File: src/rtl/fir_serial_mac.sv
// Serial FIR: one sample per sample_en strobe, TAPS multiply-accumulate cycles on a shared multiplier.
// Define FIR_SAT_EN to clamp the output to the signed DATA_W range; otherwise the output wraps.
module fir_serial_mac #(
  parameter int DATA_W    = 16,
  parameter int COEF_W    = 16,
  parameter int TAPS      = 8,
  parameter int ACC_W     = 35,
  parameter int OUT_SHIFT = 15
) (
  input  logic                      clk_in,
  input  logic                      rst,
  input  logic                      sample_en,
  input  logic signed [DATA_W-1:0]  din,
  input  logic                      coef_we,
  input  logic [$clog2(TAPS)-1:0]   coef_addr,
  input  logic signed [COEF_W-1:0]  coef_data,
  output logic signed [DATA_W-1:0]  dout,
  output logic                      dout_valid,
  output logic                      busy,
  output logic                      overrun,
  input  logic                      ovr_clr
);

  // state | meaning
  // IDLE  | waiting for sample_en; coefficient writes accepted
  // MAC   | one multiply-accumulate per cycle, tap k = 0..TAPS-1
  // DONE  | accumulator complete; load dout and pulse dout_valid

  localparam int AW = $clog2(TAPS);
  localparam int PW = DATA_W + COEF_W;
  localparam logic [AW-1:0] LAST   = AW'(TAPS - 1);
  localparam logic [AW:0]   TAPS_C = (AW + 1)'(TAPS);

  typedef enum logic [1:0] {
    S_IDLE = 2'd0,
    S_MAC  = 2'd1,
    S_DONE = 2'd2
  } state_t;

  state_t state, state_nxt;

  logic signed [DATA_W-1:0] x_mem    [TAPS];
  logic signed [COEF_W-1:0] coef_mem [TAPS];
  logic signed [ACC_W-1:0]  acc;
  logic [AW-1:0]            wr_ptr, rd_ptr, k;

  logic                     capture, mac_step, finish, drop, coef_wr;
  logic signed [PW-1:0]     prod;
  logic [ACC_W-1:0]         prod_ext;
  logic [DATA_W-1:0]        out_val;

  always_ff @(posedge clk_in) begin
    if (!rst) state <= S_IDLE;
    else      state <= state_nxt;
  end

  always_comb begin
    state_nxt = state;
    capture   = 1'b0;
    mac_step  = 1'b0;
    finish    = 1'b0;
    drop      = 1'b0;
    case (state)
      S_IDLE: begin
        if (sample_en) begin
          capture   = 1'b1;
          state_nxt = S_MAC;
        end
      end
      S_MAC: begin
        mac_step = 1'b1;
        drop     = sample_en;
        if (k == LAST) state_nxt = S_DONE;
      end
      S_DONE: begin
        finish    = 1'b1;
        drop      = sample_en;
        state_nxt = S_IDLE;
      end
      default: state_nxt = S_IDLE;
    endcase
  end

  assign coef_wr  = coef_we && (state == S_IDLE) && ({1'b0, coef_addr} < TAPS_C);
  assign prod     = x_mem[rd_ptr] * coef_mem[k];
  assign prod_ext = {{(ACC_W - PW){prod[PW-1]}}, prod};

`ifdef FIR_SAT_EN
  localparam logic signed [ACC_W-1:0] SAT_MAX = {{(ACC_W - DATA_W + 1){1'b0}}, {(DATA_W - 1){1'b1}}};
  localparam logic signed [ACC_W-1:0] SAT_MIN = {{(ACC_W - DATA_W + 1){1'b1}}, {(DATA_W - 1){1'b0}}};
  logic signed [ACC_W-1:0] shifted;

  assign shifted = acc >>> OUT_SHIFT;

  always_comb begin
    out_val = shifted[DATA_W-1:0];
    if (shifted > SAT_MAX)      out_val = SAT_MAX[DATA_W-1:0];
    else if (shifted < SAT_MIN) out_val = SAT_MIN[DATA_W-1:0];
  end
`else
  // Low DATA_W bits of acc >>> OUT_SHIFT; wraps when out of range.
  assign out_val = acc[OUT_SHIFT +: DATA_W];
`endif

  always_ff @(posedge clk_in) begin
    if (!rst) begin
      for (int i = 0; i < TAPS; i++) begin
        x_mem[i]    <= '0;
        coef_mem[i] <= '0;
      end
      acc        <= '0;
      wr_ptr     <= '0;
      rd_ptr     <= '0;
      k          <= '0;
      dout       <= '0;
      dout_valid <= 1'b0;
      busy       <= 1'b0;
      overrun    <= 1'b0;
    end else begin
      dout_valid <= 1'b0;
      busy       <= (state_nxt != S_IDLE);

      if (coef_wr) coef_mem[coef_addr] <= coef_data;

      if (capture) begin
        x_mem[wr_ptr] <= din;
        rd_ptr        <= wr_ptr;
        wr_ptr        <= (wr_ptr == LAST) ? '0 : wr_ptr + 1'b1;
        acc           <= '0;
        k             <= '0;
      end

      if (mac_step) begin
        acc    <= acc + prod_ext;
        rd_ptr <= (rd_ptr == '0) ? LAST : rd_ptr - 1'b1;
        k      <= k + 1'b1;
      end

      if (finish) begin
        dout       <= out_val;
        dout_valid <= 1'b1;
      end

      // A drop in the same cycle as ovr_clr keeps the flag set.
      if (drop)         overrun <= 1'b1;
      else if (ovr_clr) overrun <= 1'b0;
    end
  end

endmodule

File: config.mk
export PLATFORM = sky130hd
export DESIGN_NAME = fir_serial_mac
export DESIGN_NICKNAME = d
export VERILOG_FILES = /design/src/rtl/fir_serial_mac.sv
export SDC_FILE = /design/constraint.sdc
export NUM_CORES = 1
export LEC_CHECK = 0
export ABC_AREA = 1
export BUFFER_PORTS_ARGS = -buffer_cell sky130_fd_sc_hd__buf_2
export CAP_MARGIN = 5
export CORE_MARGIN = 3
export CORE_UTILIZATION = 40
export DETAILED_ROUTE_END_ITERATION = 8
export GPL_TIMING_DRIVEN = 0
export HOLD_SLACK_MARGIN = 0.08
export PLACE_DENSITY = 0.54
export SETUP_SLACK_MARGIN = 0.05
export SLEW_MARGIN = 5
export SYNTH_ARGS = -nofsm -noshare
export SYNTH_HDL_FRONTEND = slang
export SYNTH_SLANG_ARGS = --single-unit
File: constraint.sdc
create_clock -name clk_in -period 13.59 [get_ports clk_in]
set_clock_uncertainty 0.15 [all_clocks]
set_input_delay 3.3975 -clock clk_in [delete_from_list [all_inputs] [get_ports clk_in]]
set_output_delay 3.3975 -clock clk_in [all_outputs]
set_load 0.1 [all_outputs]
* Yosys cells after proc, flatten, opt, wreduce, memory -nomap -nowiden
Memories as Yosys holds them, arrays and structs flattened. A register that Yosys moved wholly into a read port is not among the register bits.
Index checks and enable logic that the tools add are counted.
** Cells by class
- $add $sub $neg :: 4
- Multiply operators :: 1
- Equality and inequality tests :: 4
- Mux-type cells :: 36
- Reductions and logical operators :: 9
** Operator list (count)
- two-way mux 35 bit :: 2
- two-way mux 3 bit :: 12
- adder 35 bit :: 1
- multiplier 16 x 16 -> 32 bit :: 1
- two-way mux 16 bit :: 2
- OR reduction 16 bit :: 2
- two-way mux 1 bit :: 17
- adder 3 x 1 -> 3 bit (second input constant) :: 2
- == test 3 bit (second input constant) :: 2
- nonzero test 2 bit :: 3
- two-way mux 2 bit :: 2
- case mux 2 bit (2 select lines) :: 1
- logical NOT 3 bit :: 1
- subtractor 3 x 1 -> 3 bit (second input constant) :: 1
- == test 2 x 1 -> 1 bit (second input constant) :: 1
- == test 2 bit (second input constant) :: 1
- logical NOT 2 bit :: 1
- OR reduction 2 bit :: 1
- logical AND 1 bit :: 1
** Storage, ports and cells
- Bits in registers :: 65
- Memory bits (writable) :: 256
- Input port bits :: 40
- Output and inout port bits :: 19
- Logic and storage cells :: 65
- Memories kept :: 2
** Memory list
- coef_mem :: depth 8, width 16, read ports 1, clocked after memory_dff 1, wr ports 8, RTL line 43 : logic signed [COEF_W-1:0] coef_mem [TAPS];
- x_mem :: depth 8, width 16, read ports 1, clocked after memory_dff 1, wr ports 8, RTL line 42 : logic signed [DATA_W-1:0] x_mem [TAPS];

* Depth between registers and ports, before layout
- Word-level depth :: 7
- Gate-level depth with buffers :: 46
- Mapped depth without buffers :: 44

* Least setup slack after synthesis
Ideal clock, no wire load.
- Kind :: register to register
- From :: reg (tool-made name)
- To :: reg acc[30]
- Library setup time :: 0.131 ns
- Arrival :: 7.633 ns
- Required time :: 13.309 ns
- Path slack :: 5.676 ns
- Cell stages (with the launch flop) :: 41
- Buffers on the path :: 2
- Clock period less this slack :: 7.914 ns
- Cells stage by stage :: dfxtp_1 -> inv_2 -> buf_4 -> clkbuf_1 -> nor2_1 -> o22ai_1 -> nand2_1 -> o21ai_4 -> inv_2 -> nor2_1 -> inv_1 -> fa_1 -> inv_1 -> fa_1 -> fa_1 -> fa_1 -> fa_1 -> inv_1 -> [5 not listed] -> nand3_1 -> nand3_1 -> nand3_1 -> nand2_1 -> nand3_1 -> nand2_1 -> xor2_1 -> ha_1 -> inv_1 -> nor3_1 -> nand2_1 -> o21ai_0 -> nand2b_1 -> nand3_1 -> nand2_1 -> nand2_1 -> nand3_2 -> a21oi_2
** RTL lines
- to (signal assigned) :: RTL line 134 : acc <= acc + prod_ext;
- to (decl) :: RTL line 44 : logic signed [ACC_W-1:0] acc;

==> impl_metrics.toml <==
[cts]
clk_pin_slew_ps = 60
cts_tree = "done"
htree_levels = 2
cts-root-buf = "clkbuf_16"
clk_latency_ps = 570
cts_resized = 0
hold_buffers = 0
postCtsSetupRepairBufs = 0
numCtsBuffers = 38
cts.sinks = 323
clockBufferDepth = 3

[route]
drt-initial-drc-count = 1527
drt-wirelength-per-cell_um = 19.2
drt_first_pass_iters = 5
ant_nets = 0
drt_wl_total_mm = 73.5
via_per_inst = 5.16
drc_errors = 0
vias = 19800

[cells_and_area]
area_growth_syn_to_layout_pct = 9.98
diodes = 0
fillers = 6134
design_area_um2 = 27600
nNetsFinal = 3386
regArea_um2 = 9030
multiInputGateArea_um2 = 13700
drive_gt1_share_pct = 6.98

[critical_path]
critPathMaxFanout = 10
required_ps = 13860
reg2reg_slack_ps = 3780
max_stage_delay_ps = 750
crit_end = "acc[25]"
crit_arrival_ps = 10080
reg2regPathDepth = 42
crit_top_cell = "inv_1"
slowest_stage = "o21ai_0"
critPathLaunchType = "register"
r2r-end = "acc[25]"
critPathKind = "register to register"
critPathCaptureType = "register"

[synthesis]
postSynthRegisterBits = 323
syn-instance-count = 2871
synth_ff_type = "edfxtp_1"
synthSimpleGateAreaFrac_pct = 17.5
synth_edf_count = 256
synth_top_family_by_area = "adder cells"
synth_compound_area_share_pct = 9.66
async_flop_share_pct = 0
synth.area.mux_share_pct = 0
synth-adder-area-share_pct = 26.5
synth_area_leader_cell = "edfxtp_1"
syn_area_um2 = 25100
synth_top_area_share_pct = 30.7
synthDistinctLibCells = 51
synth-seq-area-share_pct = 36.0
netlist_top_cells_area = "edfxtp_1, fa_1, nor2_1"
postSynthAreaPerCell_um2 = 8.73
synth-xor-area-share_pct = 0.944
yosysWarnings = 0
syn_nets = 3288

[placed_design]
hpwl_mm = 55.9
io_buffers = 58
place_congestion = 0.920
dp_slack_ps = 3870
placed_area_um2 = 26400

[timing]
worst_slew_pin_slew_ps = 1160
rsz0062_at_grt = "false"
finalCriticalPeriod_ps = 9810
post-route-period-util_pct = 72.2
setup_viol = 0
worst_slack_ps = 3780
relSlewSlack_pct = 21.7
slew_violations = 0
max_freq_mhz = 102
hold_violations = 0
setup-tns-final_ps = 0

[outcome]
status = "finished, final reports clean"

[floorplan]
rows = 91
ios = 59
die_h_um = 256
start_util_pct = 40.5
fp.dieW_um = 256
die-area_um2 = 65700
core-area_um2 = 61800

[global_routing]
grt_pass1_vias = 20300
antenna_found_initial = 2
grtUsageTotal_pct = 22.7
grt_pass1_wl_mm = 115
grt_start_max_net_pins = 17
grt-ovfl-total = 0

[flow_run]
drv_cap = 0

[worst_hold_path]
hold_path.class = "register to register"
==> per-layer routing <==
layer,up-vias,wire (um),track usage [%]
met4,2,2440,8.01
met1,9689,31000,29.7
met5,-,11,0
met3,128,4900,3.03
met2,653,35100,38.6
li1,9306,-,-
==> final cells by class <==
class / instances / share of cell area (%)
Timing Repair Buffer: 58 / 1.05
Multi-Input combinational cell: 1948 / 49.7
Buffer: 95 / 1.63
Sequential cell: 323 / 32.8
Tap cell: 837 / 3.80
Clock inverter: 21 / 0.586
Inverter: 505 / 6.88
Clock buffer: 46 / 3.64
==> cell usage in the layout (no fill, tap or decap), types with 3 or more instances in the layout <==
cell	count
a211oi_1	4
a21o_1	6
a21oi_1	126
a31oi_1	3
buf_1	3
buf_2	91
buf_4	6
clkbuf_1	56
clkbuf_16	39
clkinv_1	7
clkinv_2	6
dfxtp_1	67
edfxtp_1	256
fa_1	257
ha_1	120
inv_1	488
inv_2	16
inv_6	3
nand2_1	422
nand2_2	7
nand3_1	59
nand3_2	3
nand3b_1	4
nand4_1	8
nor2_1	577
nor3_1	14
nor4_1	6
o211ai_1	3
o21a_1	4
o21ai_0	184
o21ai_1	12
o21ai_2	16
o21bai_1	4
o22ai_1	57
or2_2	7
xnor2_1	10
xor2_1	17
==> critical path, delay by kind of cell, from the launching register on <==
| kind | cells | cell delay [ps] |
|---|---|---|
| simple gates | 14 | 1970 |
| fa+ha+maj | 8 | 3630 |
| flops | 1 | 330 |
| xor+xnor | 1 | 130 |
| compound gates | 7 | 1590 |
| buf+inv | 12 | 1860 |
==> synth_stat cells (all sizes together) (2+ instances only) <==
| master | n |
|---|---|
| a211oi | 4 |
| a21o | 6 |
| a21oi | 127 |
| a31oi | 3 |
| buf | 45 |
| clkbuf | 50 |
| dfxtp | 67 |
| edfxtp | 256 |
| fa | 257 |
| ha | 120 |
| inv | 504 |
| nand2 | 430 |
| nand3 | 62 |
| nand3b | 4 |
| nand4 | 8 |
| nor2 | 577 |
| nor3 | 14 |
| nor4 | 6 |
| o211ai | 3 |
| o21a | 4 |
| o21ai | 214 |
| o21bai | 5 |
| o221ai | 2 |
| o22ai | 57 |
| o311ai | 2 |
| o31ai | 2 |
| or2 | 8 |
| xnor2 | 10 |
| xor2 | 17 |
==> through the flow <==
| step | util (%) | std cells | hold WS [ps] |
|---|---|---|---|
| finish | 44.6 | 3833 | 311 |
| CTS | 44.6 | 3833 | 317 |
| global placement | 42.7 | 3766 | 304 |
| floorplan | - | 2871 | 295 |
| global route | 44.6 | 3833 | 340 |
| detailed placement | 42.7 | 3766 | 308 |
==> worst min-delay path by stage <==
stage            start  endpoint  slack (ps)  cells after the start
4_1_cts        overrun   overrun         320                      2
3_5_place_dp   overrun   overrun         310                      2
6_report       overrun   overrun         310                      2
3_3_place_gp    acc[0]    acc[0]         300                      2
5_1_grt         acc[6]    acc[6]         340                      2
2_1_floorplan   acc[0]    acc[0]         300                      2
==> sequential cells by signal, indices dropped and copies added (netlist names), named ones only <==
name,count
k,3
busy,1
dout,16
state,2
dout_valid,1
overrun,1
wr_ptr,3
rd_ptr,3
acc,31
coef_mem,128
x_mem,128
==> logic make-up after synthesis <==
family / count (synthesis)
flip-flops: 323
XOR/XNOR: 27
adder cells (fa/ha/maj): 377
AND/OR/NAND/NOR: 1111
AO/OA/AOI/OAI: 433
buffers and inverters: 600
Power is not shown: default switching activity piles up to over one toggle a cycle in this logic, so the estimate is an artifact.
